===== config.mk =====
export PLATFORM = sky130hd
export DESIGN_NAME = fetch_unit
export DESIGN_NICKNAME = d
export VERILOG_FILES = /design/src/rtl/fetch_unit.sv
export SDC_FILE = /design/constraint.sdc
export NUM_CORES = 1
export LEC_CHECK = 0
export ABC_AREA = 1
export CAP_MARGIN = 10
export CORE_UTILIZATION = 57
export DETAILED_ROUTE_END_ITERATION = 10
export DONT_BUFFER_PORTS = 1
export PLACE_DENSITY = 0.75
export SYNTH_ARGS = -nofsm -noshare
export SYNTH_HDL_FRONTEND = slang
export SYNTH_SLANG_ARGS = --single-unit

===== constraint.sdc =====
create_clock -name clock -period 1.4 [get_ports clock]
set_clock_uncertainty 0.15 [all_clocks]
set_input_delay 0.07 -clock clock [delete_from_list [all_inputs] [get_ports clock]]
set_output_delay 0.07 -clock clock [all_outputs]
set_load 0.02 [all_outputs]

===== src/rtl/fetch_unit.sv =====
// Instruction fetch: one outstanding imem read, 2-entry output FIFO, redirect flush.
// Optional misaligned-redirect trap enabled by FETCH_MISALIGN_TRAP_EN.
module fetch_unit #(
    parameter int                      ADDRESS_BITS = 16,
    parameter logic [ADDRESS_BITS-1:0] RESET_PC     = '0
) (
    input  logic                    clock,
    input  logic                    reset,
    input  logic                    next_PC_select,
    input  logic [ADDRESS_BITS-1:0] target_PC,
    input  logic                    out_ready,
    output logic [ADDRESS_BITS-1:0] PC,
    output logic [31:0]             instruction,
    output logic                    out_valid,
    output logic                    imem_req,
    output logic [ADDRESS_BITS-1:0] imem_addr,
    input  logic                    imem_gnt,
    input  logic                    imem_rvalid,
    input  logic [31:0]             imem_rdata,
    output logic                    fetch_fault
);

    localparam logic [31:0] NOP = 32'h0000_0013;
    localparam logic [ADDRESS_BITS-1:0] ALIGN_MASK = ~ADDRESS_BITS'(3);
    localparam logic [ADDRESS_BITS-1:0] PC_STEP = ADDRESS_BITS'(4);

    typedef enum logic [1:0] {
        S_REQ,
        S_WAIT,
        S_DRAIN,
        S_HALT
    } state_t;

    state_t                  r_state;
    state_t                  w_state_n;
    logic [ADDRESS_BITS-1:0] r_fetch_pc;
    logic [ADDRESS_BITS-1:0] w_fetch_pc_n;
    logic [ADDRESS_BITS-1:0] r_cap_pc;
    logic [ADDRESS_BITS-1:0] r_fifo_pc [2];
    logic [31:0]             r_fifo_ins [2];
    logic                    r_rptr;
    logic                    r_wptr;
    logic [1:0]              r_count;
    logic [ADDRESS_BITS-1:0] w_target;
    logic                    w_grant;
    logic                    w_push;
    logic                    w_pop;
    logic                    w_trap;

    assign w_target = target_PC & ALIGN_MASK;

`ifdef FETCH_MISALIGN_TRAP_EN
    logic r_fault;
    assign w_trap      = next_PC_select & (|target_PC[1:0]);
    assign fetch_fault = r_fault;
`else
    assign w_trap      = 1'b0;
    assign fetch_fault = 1'b0;
`endif

    // Request is gated by reset so it stays low for the whole reset window.
    assign imem_req = reset && (r_state == S_REQ) &&
                      (r_count != 2'd2) && !next_PC_select;
    assign imem_addr = r_fetch_pc;
    assign w_grant   = imem_req && imem_gnt;

    assign out_valid   = (r_count != 2'd0);
    assign PC          = out_valid ? r_fifo_pc[r_rptr] : '0;
    assign instruction = out_valid ? r_fifo_ins[r_rptr] : NOP;
    assign w_pop       = out_valid && out_ready && !next_PC_select;

    always_comb begin
        w_state_n    = r_state;
        w_fetch_pc_n = r_fetch_pc;
        w_push       = 1'b0;
        if (next_PC_select) begin
            w_fetch_pc_n = w_target;
            if (w_trap) begin
                w_state_n = S_HALT;
            end else begin
                unique case (r_state)
                    S_WAIT:  w_state_n = imem_rvalid ? S_REQ : S_DRAIN;
                    S_DRAIN: w_state_n = imem_rvalid ? S_REQ : S_DRAIN;
                    S_HALT:  w_state_n = S_HALT;
                    default: w_state_n = S_REQ;
                endcase
            end
        end else begin
            unique case (r_state)
                S_REQ: begin
                    if (w_grant) begin
                        w_fetch_pc_n = r_fetch_pc + PC_STEP;
                        w_state_n    = S_WAIT;
                    end
                end
                S_WAIT: begin
                    if (imem_rvalid) begin
                        w_push    = 1'b1;
                        w_state_n = S_REQ;
                    end
                end
                S_DRAIN: begin
                    if (imem_rvalid) begin
                        w_state_n = S_REQ;
                    end
                end
                default: w_state_n = r_state;
            endcase
        end
    end

    always_ff @(posedge clock or negedge reset) begin
        if (!reset) begin
            r_state    <= S_REQ;
            r_fetch_pc <= RESET_PC;
            r_cap_pc   <= '0;
        end else begin
            r_state    <= w_state_n;
            r_fetch_pc <= w_fetch_pc_n;
            if (w_grant && !next_PC_select) begin
                r_cap_pc <= r_fetch_pc;
            end
        end
    end

`ifdef FETCH_MISALIGN_TRAP_EN
    always_ff @(posedge clock or negedge reset) begin
        if (!reset) begin
            r_fault <= 1'b0;
        end else if (w_trap) begin
            r_fault <= 1'b1;
        end
    end
`endif

    always_ff @(posedge clock or negedge reset) begin
        if (!reset) begin
            r_rptr        <= 1'b0;
            r_wptr        <= 1'b0;
            r_count       <= 2'd0;
            r_fifo_pc[0]  <= '0;
            r_fifo_pc[1]  <= '0;
            r_fifo_ins[0] <= NOP;
            r_fifo_ins[1] <= NOP;
        end else if (next_PC_select) begin
            r_rptr  <= 1'b0;
            r_wptr  <= 1'b0;
            r_count <= 2'd0;
        end else begin
            if (w_push) begin
                r_fifo_pc[r_wptr]  <= r_cap_pc;
                r_fifo_ins[r_wptr] <= imem_rdata;
                r_wptr             <= ~r_wptr;
            end
            if (w_pop) begin
                r_rptr <= ~r_rptr;
            end
            unique case ({w_push, w_pop})
                2'b10:   r_count <= r_count + 2'd1;
                2'b01:   r_count <= r_count - 2'd1;
                default: r_count <= r_count;
            endcase
        end
    end

endmodule


==> impl_metrics.yaml, run 1 <==
status:
  outcome: "stopped before the end"
  lastStage: "global routing"
  error_line: "[ERROR DPL-0038] Utilization greater than 100%, impossible to legalize"
global_routing:
  grt_start_max_net_pins: 130
timing:
  grt_repair_worst_endpoint: "instruction[26]"
  worstEndpointType: "top-level output"
clocking:
  cts_root_buf: "clkbuf_8"
  clk_path_buf_depth: 2
  cts_inserted_buffers: 17
  htreeDepth: 4
  clock_sinks: 126
yosys:
  synth_cells: 752
  ys_seq_area_frac: 0.528
  synth_cell_type_count: 31
  yosysWarnings: 0
  synth_area_mm2: 0.00598
  avgSynthCellArea_um2: 7.96
  ys_seq_elements: 126
floorplan:
  fp.dieH_um: 104
  io_pins: 121
  die_w_um: 104
  start_util: 0.585
  num_rows: 37
place:
  detailed_place_hpwl_um: 8930
  post-place-ws_ns: -0.226
  port_buffers: 0
  placed_cells_incl_taps: 920
  placed_cell_area_mm2: 0.00666
  gp_congestion: 0.823
[Yosys cell counts]
cell / n / area share
a21oi_1: 46 / 0.038
a31oi_1: 2 / 0.0021
buf_1: 1 / 0.00063
buf_2: 16 / 0.013
buf_4: 15 / 0.019
buf_6: 3 / 0.0056
clkbuf_1: 10 / 0.0063
conb_1: 1 / 0.00063
dfrtp_1: 120 / 0.50
dfstp_2: 6 / 0.026
ha_1: 5 / 0.010
inv_1: 71 / 0.045
inv_2: 4 / 0.0025
nand2_1: 268 / 0.17
nand2_2: 3 / 0.0031
nand3_1: 34 / 0.028
nand3_2: 1 / 0.0017
nand4_1: 2 / 0.0021
nand4_4: 1 / 0.0036
nor2_1: 17 / 0.011
nor2_2: 2 / 0.0021
nor2_4: 1 / 0.0019
o211ai_1: 1 / 0.0013
o21ai_0: 66 / 0.055
o21ai_1: 48 / 0.040
o21bai_1: 1 / 0.0013
or2_0: 1 / 0.0010
or2_1: 1 / 0.0010
or2_2: 1 / 0.0010
xnor2_1: 1 / 0.0015
xor2_1: 3 / 0.0044
[repair_timing]
action                                 4_1_cts
buffers inserted                            27
pin swaps                                   19
gates resized for setup                    340
hold buffers                                50
gates cloned                                36
setup endpoints to repair                  174
endpoints found under the hold margin      234
[through the flow]
step | hold slack, ns | util | TNS (ns)
after floorplan | -0.376 | - | -11.41
after global placement | -0.372 | 0.651 | -14.13
after detailed placement | -0.372 | 0.651 | -20.71
after CTS | -0.927 | 0.960 | -58.09
[kinds of logic after synthesis]
group                    synth area share
AND/OR/NAND/NOR                     0.225
AO/OA/AOI/OAI                       0.138
flip-flops                          0.528
buffers and inverters              0.0918
adder cells (fa/ha/maj)            0.0105
XOR/XNOR                          0.00586
other                            0.000627
==> run 2, diff against run 1 <==
- CORE_UTILIZATION: 57 -> 40
- PLACE_DENSITY: 0.75 -> default
- PLACE_DENSITY_LB_ADDON: default -> 0.15
- clock period: 1.4 -> 1.8 ns (I/O delays scaled with it)
==> run 2 against run 1 <==
  * The flow now finishes, with violations (negative hold slack, negative setup slack)
  * Synthesized cell count stayed put
  * Synthesized area unchanged
==> impl_metrics.yaml, run 2 <==
global_routing:
  antenna_found_initial: 0
  grt_pass1_wl_um: 25500
  gr-total-overflow: 0
  grt_pass1_vias: 5202
  grt_start_max_net_pins: 129
  grtUsageTotal: 0.205
status:
  outcome: "complete, but fails checks"
  violations: "negative hold slack, negative setup slack"
timing:
  slew_headroom: 0.564
  worst_pin_slew_ns: 0.651
  finalMaxSlewViolations: 0
  hold_slack_ns: -0.773
  rsz0062_at_grt: "yes"
  tns_ns: -0.0431
  fin_crit_ns: 1.83
  hold_viol: 128
  worst_slack_ns: -0.0259
  max_freq_ghz: 0.548
  fin_crit_sh: 1.01
  setup_viol: 4
power_and_ir_drop:
  p_leak_nw: 3.87
  power_density_mw_per_mm2: 1520
  peakVddDrop_uv: 620
critical_path:
  crit_path_max_fanout: 8
  reg2reg_from: "r_state[1]$_DFFE_PN0P_"
  rr_worst_depth: 9
  setup.worst_path.class: "flop to flop"
  r2r_slack_ns: -0.03
  worst_setup_path_start_kind: "flop"
  crit_required_ns: 1.94
  cp_data_arrival_time_ns: 1.97
  r2r-end: "imem_addr[7]$_DFFE_PN0P_"
  crit_path_end_kind: "flop"
final_layout:
  layout_commonest_cell: "nand2_1"
  mostFrequentLayoutCells: "nand2_1 (261), dfrtp_1 (119), inv_1 (66)"
  nets: 920
  largest_reg_flops: 64
  diodes: 0
  n_fill_cell: 1349
  drive_above_1_share: 0.203
  syn2layout_area_growth_pct: 34.4
  fin_util: 0.551
  largestRegisters: "r_fifo_ins (64), r_fifo_pc (28)"
  top_register: "r_fifo_ins"
floorplan:
  io_pins: 121
  start_util: 0.410
  num_rows: 44
  core_mm2: 0.0146
  die_w_um: 124
  design.die.area_mm2: 0.0155
  fp.dieH_um: 124
yosys:
  ys_seq_area_frac: 0.528
  ys_seq_elements: 126
  synth_top_area_frac: 0.502
  synth_cells: 752
  avgSynthCellArea_um2: 7.96
  synth_area_mm2: 0.00598
  synth_most_common_cell: "nand2_1"
  yosysTopAreaCell: "dfrtp_1"
  synth.area.top_cells: "dfrtp_1 (50%), nand2_1 (17%), o21ai_0 (5.5%)"
  yosysWarnings: 0
  synth_common_cells: "nand2_1 (268), dfrtp_1 (120), inv_1 (71), o21ai_0 (66), o21ai_1 (48)"
  yosys_most_used_dff: "dfrtp_1"
  synth_cell_type_count: 31
  synth_edf_count: 0
  async_flop_share: 1.00
clocking:
  cts_root_buf: "clkbuf_16"
  htreeDepth: 4
  path_clk_slew_ns: 0.06
  clock_sinks: 126
  insertion_delay_ns: 0.42
  clk_path_buf_depth: 2
  cts_inserted_buffers: 17
  holdBufCountCts: 55
  tritoncts: "built"
detailed_routing:
  drc_errors: 0
  drt_iter0_markers: 292
  vias: 5300
  wl_per_cell_um: 14.7
  routed_via_density: 5.01
  antenna_left: 0
  wl_um: 15500
  dr.pass1.iters: 5
place:
  gp_congestion: 0.781
  post-place-ws_ns: 0.0270
  detailed_place_hpwl_um: 8870
  port_buffers: 0
worst_hold_path:
  worstHoldPathType: "primary input to async pin"
run:
  drv_cap: 0
[run 2: cell counts after synthesis]
Identical to the previous run, type by type.
[run 2: through the flow]
step,std cells,instance area [um^2],power [mW]
after detailed placement,960,6530,8.47
after floorplan,756,6000,7.12
after global placement,960,6530,8.32
final,1058,8040,12.3
after CTS,1047,7700,12.0
after global routing,1058,8040,13.1
[run 2: cell families (layout without fill, tap and decap cells)]
group,after synthesis,in the layout,share of synthesized area
fa+ha+maj,5,5,0.0105
simple gates,332,332,0.225
xor+xnor,4,4,0.00586
compound gates,164,164,0.138
other cells,1,5,0.000627
buf+inv,120,238,0.0918
flops,126,126,0.528
[run 2: metal layers]
metal | vias to the layer above | track usage | routed length (um)
met5 | - | 0 | 0
met4 | 0 | 0.0631 | 176
met3 | 20 | 0.0619 | 973
met2 | 161 | 0.324 | 7370
met1 | 2515 | 0.271 | 7020
li1 | 2604 | - | -
[run 2: worst max path at each step]
stage | start | end | cells past startpoint
2_1_floorplan | imem_addr[2]$_DFFE_PN0P_ | imem_addr[10]$_DFFE_PN0P_ | 8
3_3_place_gp | r_state[0]$_DFFE_PN0P_ | imem_addr[7]$_DFFE_PN0P_ | 9
3_5_place_dp | r_state[0]$_DFFE_PN0P_ | imem_addr[11]$_DFFE_PN0P_ | 9
4_1_cts | r_rptr$_DFFE_PN0P_ | PC[13] | 5
5_1_grt | r_state[1]$_DFFE_PN0P_ | imem_addr[7]$_DFFE_PN0P_ | 9
6_report | r_state[1]$_DFFE_PN0P_ | imem_addr[7]$_DFFE_PN0P_ | 9
[run 2: area by class of cell]
cell class / count / area [um^2] / area share
Sequential cell: 126 / 3160 / 0.393
Multi-Input combinational cell: 510 / 2510 / 0.312
Clock inverter: 7 / 60.1 / 0.00747
Inverter: 75 / 285 / 0.0355
Clock buffer: 25 / 495 / 0.0616
Tap cell: 184 / 230 / 0.0286
Timing Repair Buffer: 131 / 1300 / 0.161
[run 2: critical path, cell delays in order, from the launching register on]
cell	delay, ns
dfrtp_1	0.39
inv_2	0.10
ha_4	0.15
inv_2	0.05
nor2_4	0.12
nand4_4	0.19
nand2_4	0.14
clkinvlp_4	0.21
nand2_1	0.12
nand3_1	0.08
[run 2: report_power, final]
group          total [mW]  switching [mW]  internal (mW)
combinational        4.48            2.65           1.83
sequential           4.59           0.647           3.94
clock                3.19            1.16           2.03
total                12.3            4.46           7.79
[run 2: timing repair]
action,in CTS,in global routing
endpoints found under the hold margin,227,132
buffers inserted,0,8
pin swaps,0,11
gates cloned,0,3
resized for setup,17,58
endpoints found under the setup margin,38,118
(Power assumes the default switching activity.)
